`config.mk`:
```
export PLATFORM = sky130hd
export DESIGN_NAME = vga_pixel_ctrl
export DESIGN_NICKNAME = d
export VERILOG_FILES = /design/src/rtl/vga_pixel_ctrl.sv
export SDC_FILE = /design/constraint.sdc
export NUM_CORES = 1
export LEC_CHECK = 0
export ABC_CLOCK_PERIOD_IN_PS = 2400
export CAP_MARGIN = 40
export CELL_PAD_IN_SITES_DETAIL_PLACEMENT = 0
export CELL_PAD_IN_SITES_GLOBAL_PLACEMENT = 2
export CORE_MARGIN = 2
export CORE_UTILIZATION = 34
export CTS_CLUSTER_SIZE = 24
export DETAILED_ROUTE_END_ITERATION = 12
export DONT_BUFFER_PORTS = 1
export PLACE_DENSITY = 0.72
export REMOVE_ABC_BUFFERS = 1
export SLEW_MARGIN = 20
export SYNTH_ARGS = -nofsm -noshare
export SYNTH_HDL_FRONTEND = slang
export SYNTH_SLANG_ARGS = --single-unit
```
`constraint.sdc`:
```
create_clock -name clk -period 2.4 [get_ports clk]
set_input_delay 0.72 -clock clk [delete_from_list [all_inputs] [get_ports clk]]
set_output_delay 0.72 -clock clk [all_outputs]
set_load 0.03 [all_outputs]
```
`src/rtl/vga_pixel_ctrl.sv`:
```
// Raster counters plus registered sync/colour output stage for a 640x480 VGA display; no backpressure.
// rgb/hsync/vsync show the previous pixel's counts; frame_start follows the tick that loads (0,0).
module vga_pixel_ctrl #(
   parameter int DIV       = 2,
   parameter int H_DISPLAY = 640,
   parameter int H_FP      = 16,
   parameter int H_SYNC    = 96,
   parameter int H_BP      = 48,
   parameter int V_DISPLAY = 480,
   parameter int V_FP      = 10,
   parameter int V_SYNC    = 2,
   parameter int V_BP      = 33
) (
   input  logic       clk,
   input  logic       reset,
   output logic [9:0] HCount,
   output logic [9:0] VCount,
   output logic       video_on,
   output logic       p_tick,
   output logic       frame_start,
   input  logic       cardon,
   input  logic [2:0] card_rgb,
   input  logic [2:0] bg_rgb,
   output logic       hsync,
   output logic       vsync,
   output logic [2:0] rgb
);
   localparam int H_TOTAL = H_DISPLAY + H_FP + H_SYNC + H_BP;
   localparam int V_TOTAL = V_DISPLAY + V_FP + V_SYNC + V_BP;
   localparam int DW      = (DIV > 1) ? $clog2(DIV) : 1;

   localparam logic [DW-1:0] DIV_LAST = DW'(DIV - 1);
   localparam logic [9:0]    H_LAST   = 10'(H_TOTAL - 1);
   localparam logic [9:0]    V_LAST   = 10'(V_TOTAL - 1);
   localparam logic [9:0]    H_VIS    = 10'(H_DISPLAY);
   localparam logic [9:0]    V_VIS    = 10'(V_DISPLAY);
   localparam logic [9:0]    HS_FIRST = 10'(H_DISPLAY + H_FP);
   localparam logic [9:0]    HS_LAST  = 10'(H_DISPLAY + H_FP + H_SYNC - 1);
   localparam logic [9:0]    VS_FIRST = 10'(V_DISPLAY + V_FP);
   localparam logic [9:0]    VS_LAST  = 10'(V_DISPLAY + V_FP + V_SYNC - 1);

   logic [DW-1:0] div_cnt_q, div_cnt_d;
   logic [9:0]    h_cnt_q, h_cnt_d;
   logic [9:0]    v_cnt_q, v_cnt_d;
   logic          hsync_q, hsync_d;
   logic          vsync_q, vsync_d;
   logic [2:0]    rgb_q, rgb_d;
   logic          frame_start_q, frame_start_d;

   logic          h_wrap, v_wrap, hs_raw, vs_raw;
   logic [2:0]    pix;

   // Gated with reset so DIV=1 (divider stuck at its last value) cannot tick in reset.
   assign p_tick   = (div_cnt_q == DIV_LAST) && !reset;
   assign video_on = (h_cnt_q < H_VIS) && (v_cnt_q < V_VIS);
   assign h_wrap   = (h_cnt_q == H_LAST);
   assign v_wrap   = (v_cnt_q == V_LAST);
   assign hs_raw   = (h_cnt_q >= HS_FIRST) && (h_cnt_q <= HS_LAST);
   assign vs_raw   = (v_cnt_q >= VS_FIRST) && (v_cnt_q <= VS_LAST);

   always_comb begin
      pix = 3'b000;
      if (video_on) begin
         pix = cardon ? card_rgb : bg_rgb;
      end
   end

   always_comb begin
      div_cnt_d     = (div_cnt_q == DIV_LAST) ? '0 : div_cnt_q + DW'(1);
      h_cnt_d       = h_cnt_q;
      v_cnt_d       = v_cnt_q;
      hsync_d       = hsync_q;
      vsync_d       = vsync_q;
      rgb_d         = rgb_q;
      frame_start_d = 1'b0;
      if (p_tick) begin
         h_cnt_d = h_wrap ? 10'd0 : h_cnt_q + 10'd1;
         if (h_wrap) begin
            v_cnt_d = v_wrap ? 10'd0 : v_cnt_q + 10'd1;
         end
         // Sync and colour are captured from the same counts so they stay aligned.
         rgb_d         = pix;
         hsync_d       = !hs_raw;
         vsync_d       = !vs_raw;
         frame_start_d = h_wrap && v_wrap;
      end
   end

   always_ff @(posedge clk or posedge reset) begin
      if (reset) begin
         div_cnt_q     <= '0;
         h_cnt_q       <= 10'd0;
         v_cnt_q       <= 10'd0;
         hsync_q       <= 1'b1;
         vsync_q       <= 1'b1;
         rgb_q         <= 3'b000;
         frame_start_q <= 1'b0;
      end else begin
         div_cnt_q     <= div_cnt_d;
         h_cnt_q       <= h_cnt_d;
         v_cnt_q       <= v_cnt_d;
         hsync_q       <= hsync_d;
         vsync_q       <= vsync_d;
         rgb_q         <= rgb_d;
         frame_start_q <= frame_start_d;
      end
   end

   assign HCount      = h_cnt_q;
   assign VCount      = v_cnt_q;
   assign hsync       = hsync_q;
   assign vsync       = vsync_q;
   assign rgb         = rgb_q;
   assign frame_start = frame_start_q;

endmodule
```
==> results of run 1 <==
[registers in the layout, indices dropped and copies added (netlist names)]
register / flops
HCount: 10
VCount: 10
rgb: 3
div_cnt_q: 1
frame_start: 1
hsync: 1
vsync: 1
[final timing paths]
check                         endpoint  startpoint  cells past startpoint
max                           video_on   HCount[7]                      3
min                        frame_start       reset                      2
max reg2reg                  VCount[8]   HCount[7]                      5
min reg2reg                  div_cnt_q   div_cnt_q                      1
max in group asynchronous        hsync       reset                      2
min in group clk             div_cnt_q   div_cnt_q                      1
[synth_stat cells (all sizes together) (2+ instances only)]
| library cell | n | area share, % |
|---|---|---|
| nand4 | 8 | 4.5 |
| inv | 12 | 3.1 |
| ha | 4 | 3.5 |
| xnor2 | 9 | 6.0 |
| dfstp | 2 | 3.7 |
| and4 | 5 | 3.3 |
| a21oi | 4 | 1.4 |
| nand2 | 17 | 4.5 |
| buf | 3 | 1.5 |
| nor3 | 3 | 1.0 |
| and4b | 4 | 2.8 |
| and3 | 2 | 0.87 |
| o31ai | 3 | 1.6 |
| nor2 | 6 | 2.7 |
| xor2 | 2 | 1.2 |
| o21ai | 10 | 3.5 |
| nand3 | 6 | 2.1 |
| or3 | 2 | 0.87 |
| dfrtp | 25 | 44 |
| mux2i | 4 | 2.8 |
[logic make-up after synthesis]
group	Yosys count	synth area share, %
adders and majority gates	4	3.491
xor gates and xnor gates	11	7.243
AOI/OAI and AO/OA	20	8.116
buffers and inverters	16	4.886
DFF	27	47.29
and+or+nand+nor	59	26.18
muxes	4	2.792
[through the flow]
stage	setup WS (ps)	utilization [%]	instances
4_1_cts	20.13	40.47	206
5_1_grt	35.78	40.47	206
6_report	105.5	40.47	206
2_1_floorplan	-415.6	-	137
3_3_place_gp	293.8	39.32	202
3_5_place_dp	308.6	39.32	202
[worst max-delay path: stages (launching register included)]
cell and delay [ps]:
dfrtp_1 390, o21ai_1 210, or3b_2 540, inv_2 160
[layout make-up]
type	instances	share of cell area (%)
multi-input cells	98	42.06
flip-flops and latches	27	41.60
repair buffers	15	6.907
well taps	50	3.837
inverters	12	2.763
clock buffers	3	2.533
clock inverters	1	0.3070
[layer usage]
layer | routed length (um) | up-vias
li1 | - | 530
met1 | 1564 | 546
met2 | 1720 | 34
met3 | 261 | 5
met4 | 23 | 0
met5 | 0 | -
[power groups by stage]
stage / clock, mW / combinational [mW] / sequential, mW
finish: 0.269 / 0.283 / 0.591
global route: 0.296 / 0.306 / 0.600
CTS: 0.275 / 0.286 / 0.591
detailed placement: 0 / 0.285 / 0.600
global placement: 0 / 0.283 / 0.598
floorplan: 0 / 0.126 / 0.659
[what timing repair did]
action                     4_1_cts  5_1_grt
buffers inserted                 0        0
setup endpoints to repair        1        1
gates resized for setup          1        1
==> flow_summary.ini, run 1 <==
[synthesis]
ys_seq_area_share_pct = 47.29
synth_area_um2 = 1434
yosys.cell_types.count = 35
yosys_register_bits = 27
async_reset_ff_share_pct = 100.0
synth_ff_type = dfrtp_1
synth-edff-count = 0
ys_warn_count = 0
synth_cells = 141
syn-mean-instance-area_um2 = 10.17

[clock_tree]
htreeDepth = 1
cts_buffers = 3
cts_hold_buf = 0
cts_root_buffer = clkbuf_8
path_clk_slew_ps = 100
cts_sinks = 27
clkLatencyLatePin_ps = 280
tritoncts = yes
clock_path_buffers = 2

[route]
postRouteAntennaNets = 0
wl_um = 3569
post_drt_wl_per_cell_um = 17.33
vias = 1115
drc = 0
viasPerCell = 5.413
drtIter0Drc = 53
drt_first_pass_iters = 4

[layout]
layout-drive-gt1-share_pct = 19.87
final_nets = 170
layout_commonest_cell = dfrtp_1
multiInputGateArea_um2 = 685.7
fillers = 416
layout_common_cells = dfrtp_1, nand2_1, buf_4
final-seq-area_um2 = 678.2
n_antenna_cell = 0
syn2layout_area_growth_pct = 13.70
stdcell_area_um2 = 1630

[pwr]
p_leak_nw = 0.7455
internal_power_mw = 0.7201
p_sw_mw = 0.4234
total_power_mw = 1.143
seqPwrFrac_pct = 51.7
irDropWorstVdd_uv = 522.1
p_per_area_nw_per_um2 = 701.4
p_sw_share_pct = 37.03
p_clk_share_pct = 23.5
p_comb_share_pct = 24.8

[placed_design]
io_buffers = 0
place_hpwl_um = 2736
placed_area_um2 = 1584
place.gp.congestion = 0.7806

[global_route]
first_global_vias = 1095
grt_antenna_before_repair = 0
busiest_layer = met2
track_usage_pct = 16.62
groute.layer.met3.usage_pct = 5.844
grt_max_degree = 28
grt.overflow.total = 0
grtUsageMet1_pct = 20.55
grt_first_pass_wirelength_um = 5720
grtUsageMet2_pct = 28.25

[timing]
fin_crit_sh_pct = 95.60
period_needed_ps = 2294
setup_viol = 0
finalHoldViolCount = 0
max_freq_ghz = 0.4358
slew_viol_final = 0
tightest_slew_ps = 580.8
skew_ps = 3.031
rsz0062_at_grt = false
holdWs_ps = 407.6
tns_ps = 0
relSlewSlack_pct = 61.28

[floorplan]
num_rows = 23
start_util_pct = 35.59
coreArea_um2 = 4029
io_pins = 37
die_area_um2 = 4753
die_y_um = 68.94
die_x_um = 68.94

[status]
status = complete, no violations

[min_path]
min_path_type = primary input to async pin

[setup_path]
regToRegSetupSlack_ps = 550
crit_arrival_ps = 1570
cp-start-kind = register
cp-end-kind = output port
cp_max_fo = 4
required_ps = 1680
path_class = register to output port

[flow_run]
maxCapViolCount = 0
Note: power is estimated with default switching activity, not from simulation.
==> run 2, diff against run 1 <==
ABC_AREA = 1   (was unset)
CORE_UTILIZATION = 31   (was 34)
REMOVE_ABC_BUFFERS = unset   (was 1)
==> run 2 against run 1 <==
Compared with the run above:
- clock power shrank 1%
- count of clock-buffer cells in the layout is the same
- flip-flop and latch count is the same
- clock skew grew 6.8 ps
- non-clock buffer count shrank 2
- total power grew 4.8%
- synthesized cell count grew 44%
- sequential share of layout area shrank 3.5 points
- via count grew 19%
- combinational power grew 2%
==> flow_summary.ini, run 2 <==
[synthesis]
ys_seq_area_share_pct = 43.29
yosys_register_bits = 27
yosys.cell_types.count = 28
synth-edff-count = 0
synth_ff_type = dfrtp_1
synthTopCellsByCount = nand2_1, inv_1, dfrtp_1
yosysTopAreaCell = dfrtp_1
synth.top_cell.area_share_pct = 39.94
syn-mean-instance-area_um2 = 7.717
ys_warn_count = 0
async_reset_ff_share_pct = 100.0
yosys-top-cells-area = dfrtp_1, nand2_1, inv_1, nand3_1, nor2_1
synth_cells = 203
synth_fp_nets = 216
yosysMostFrequentCell = nand2_1
synth_area_um2 = 1567

[placed_design]
io_buffers = 0
placedCellCount = 280
placed_area_um2 = 1734
place.gp.congestion = 0.7775
place_hpwl_um = 3000

[flow_run]
maxCapViolCount = 0

[layout]
n_antenna_cell = 0
final_nets = 231
fin_util_pct = 37.20
final_cells = 284
layout_common_cells = nand2_1, inv_1, dfrtp_1
layout_commonest_cell = nand2_1
fillers = 514
stdcell_area_um2 = 1780
layout-drive-gt1-share_pct = 13.36
syn2layout_area_growth_pct = 13.66

[min_path]
min_path_type = primary input to async pin

[clock_tree]
cts_buffers = 3
path_clk_slew_ps = 100
ctsResizeCount = 0
tritoncts = yes
cts_root_buffer = clkbuf_8
cts_sinks = 27
post_cts_buffers = 0
cts_hold_buf = 0
clkLatencyLatePin_ps = 280
htreeDepth = 1
clock_path_buffers = 2

[timing]
relSlewSlack_pct = 50.83
finalHoldViolCount = 0
setup_viol = 0
period_needed_ps = 2303
skew_ps = 9.792
fin_crit_sh_pct = 95.95
tightest_slew_ps = 734.8
rsz0062_at_grt = false
tns_ps = 0
max_freq_ghz = 0.4343
holdWs_ps = 411.8
slew_viol_final = 0

[global_route]
grt_max_degree = 28
grt_first_pass_wirelength_um = 6327
grt.overflow.total = 0
grt_antenna_before_repair = 0
first_global_vias = 1304
track_usage_pct = 14.85

[setup_path]
cp-end-kind = output port
path_class = register to output port
crit_arrival_ps = 1580
critPathTopFamily = simple AND/OR/NAND/NOR gates
slowest_delay_ps = 600
path_cells = nand2_1 > nor2_1 > nor2_1
cp-start-kind = register
rr_worst_depth = 7
crit_cells = 3
cp_max_fo = 4
required_ps = 1680
timing.critical_path.mode_cell = nor2_1
worst-path-buf-inv = 0
slowest_stage = nor2_1

[route]
post_drt_wl_per_cell_um = 13.49
drc = 0
drt_first_pass_iters = 5
vias = 1327
wl_um = 3831
postRouteAntennaNets = 0
viasPerCell = 4.673
drtIter0Drc = 70

[pwr]
p_leak_nw = 0.8636
p_per_area_nw_per_um2 = 672.8
irDropWorstVdd_uv = 216.3

[floorplan]
num_rows = 25
start_util_pct = 32.73
io_pins = 37
die_y_um = 75.09
die_x_um = 75.09
die_area_um2 = 5638
coreArea_um2 = 4786

[status]
status = complete, no violations
==> run 2: cell count changes in the layout (fill, tap and decap cells not counted), moves of 4 or more <==
cell	before	now
xnor2_1	8	2
and4b_1	4	0
inv_1	11	26
mux2i_1	4	0
nand3_1	6	18
nand2_1	17	52
nor3_1	3	7
nor2_1	5	23
==> run 2: path summary, 6_finish.rpt <==
path | startpoint | slack [ps] | end
setup / recovery | VCount[8] | 100 | video_on
hold / removal | reset | 410 | VCount[4]
setup reg to reg | HCount[3] | 700 | VCount[6]
hold reg to reg | div_cnt_q | 450 | div_cnt_q
max in group asynchronous | reset | 1690 | hsync
min in group clk | div_cnt_q | 450 | div_cnt_q
==> run 2: per-stage QoR <==
| step | worst slack [ps] | power [mW] |
|---|---|---|
| after floorplan | 9.341 | 0.8539 |
| after global placement | 408.9 | 0.9432 |
| after detailed placement | 400.1 | 0.9459 |
| after CTS | 91.27 | 1.210 |
| after global routing | 12.92 | 1.266 |
| final | 97.24 | 1.198 |
==> run 2: kinds of logic after synthesis <==
logic type,Yosys count,share of synthesized area [%]
fa+ha+maj,4,3.195
compound gates,19,6.868
simple gates,115,34.74
buf+inv,31,7.987
xor+xnor,7,3.914
flops,27,43.29
==> run 2: power breakdown <==
part / internal [mW] / switching, mW
Sequential: 0.504 / 0.139
Combinational: 0.0921 / 0.197
Clock: 0.116 / 0.149
Total: 0.713 / 0.485
==> run 2: layer usage <==
metal / vias to the layer above / GRT usage [%] / wire length, um
met4: 0 / 4.167 / 25
met2: 20 / 24.17 / 1857
met1: 628 / 19.60 / 1730
met3: 2 / 3.748 / 217
li1: 677 / - / -
met5: - / 0 / 0
==> run 2: cell type report <==
cell class	count	area (um2)	area share (%)
clock buffers	3	41.29	2.319
clock inverters	1	5.005	0.2811
inverters	28	108.9	6.114
multi-input cells	145	765.7	43.01
flip-flops and latches	27	678.2	38.09
well taps	67	83.83	4.708
repair buffers	13	97.59	5.481
==> run 2: worst reg2reg max path, cell delays in order (launching register included) <==
cell and delay, ps:
dfrtp_1 570, inv_1 210, nor2_8 190, nand4_4 130
nor2_4 290, nand2_1 100, nand2_1 70, nand2_1 40
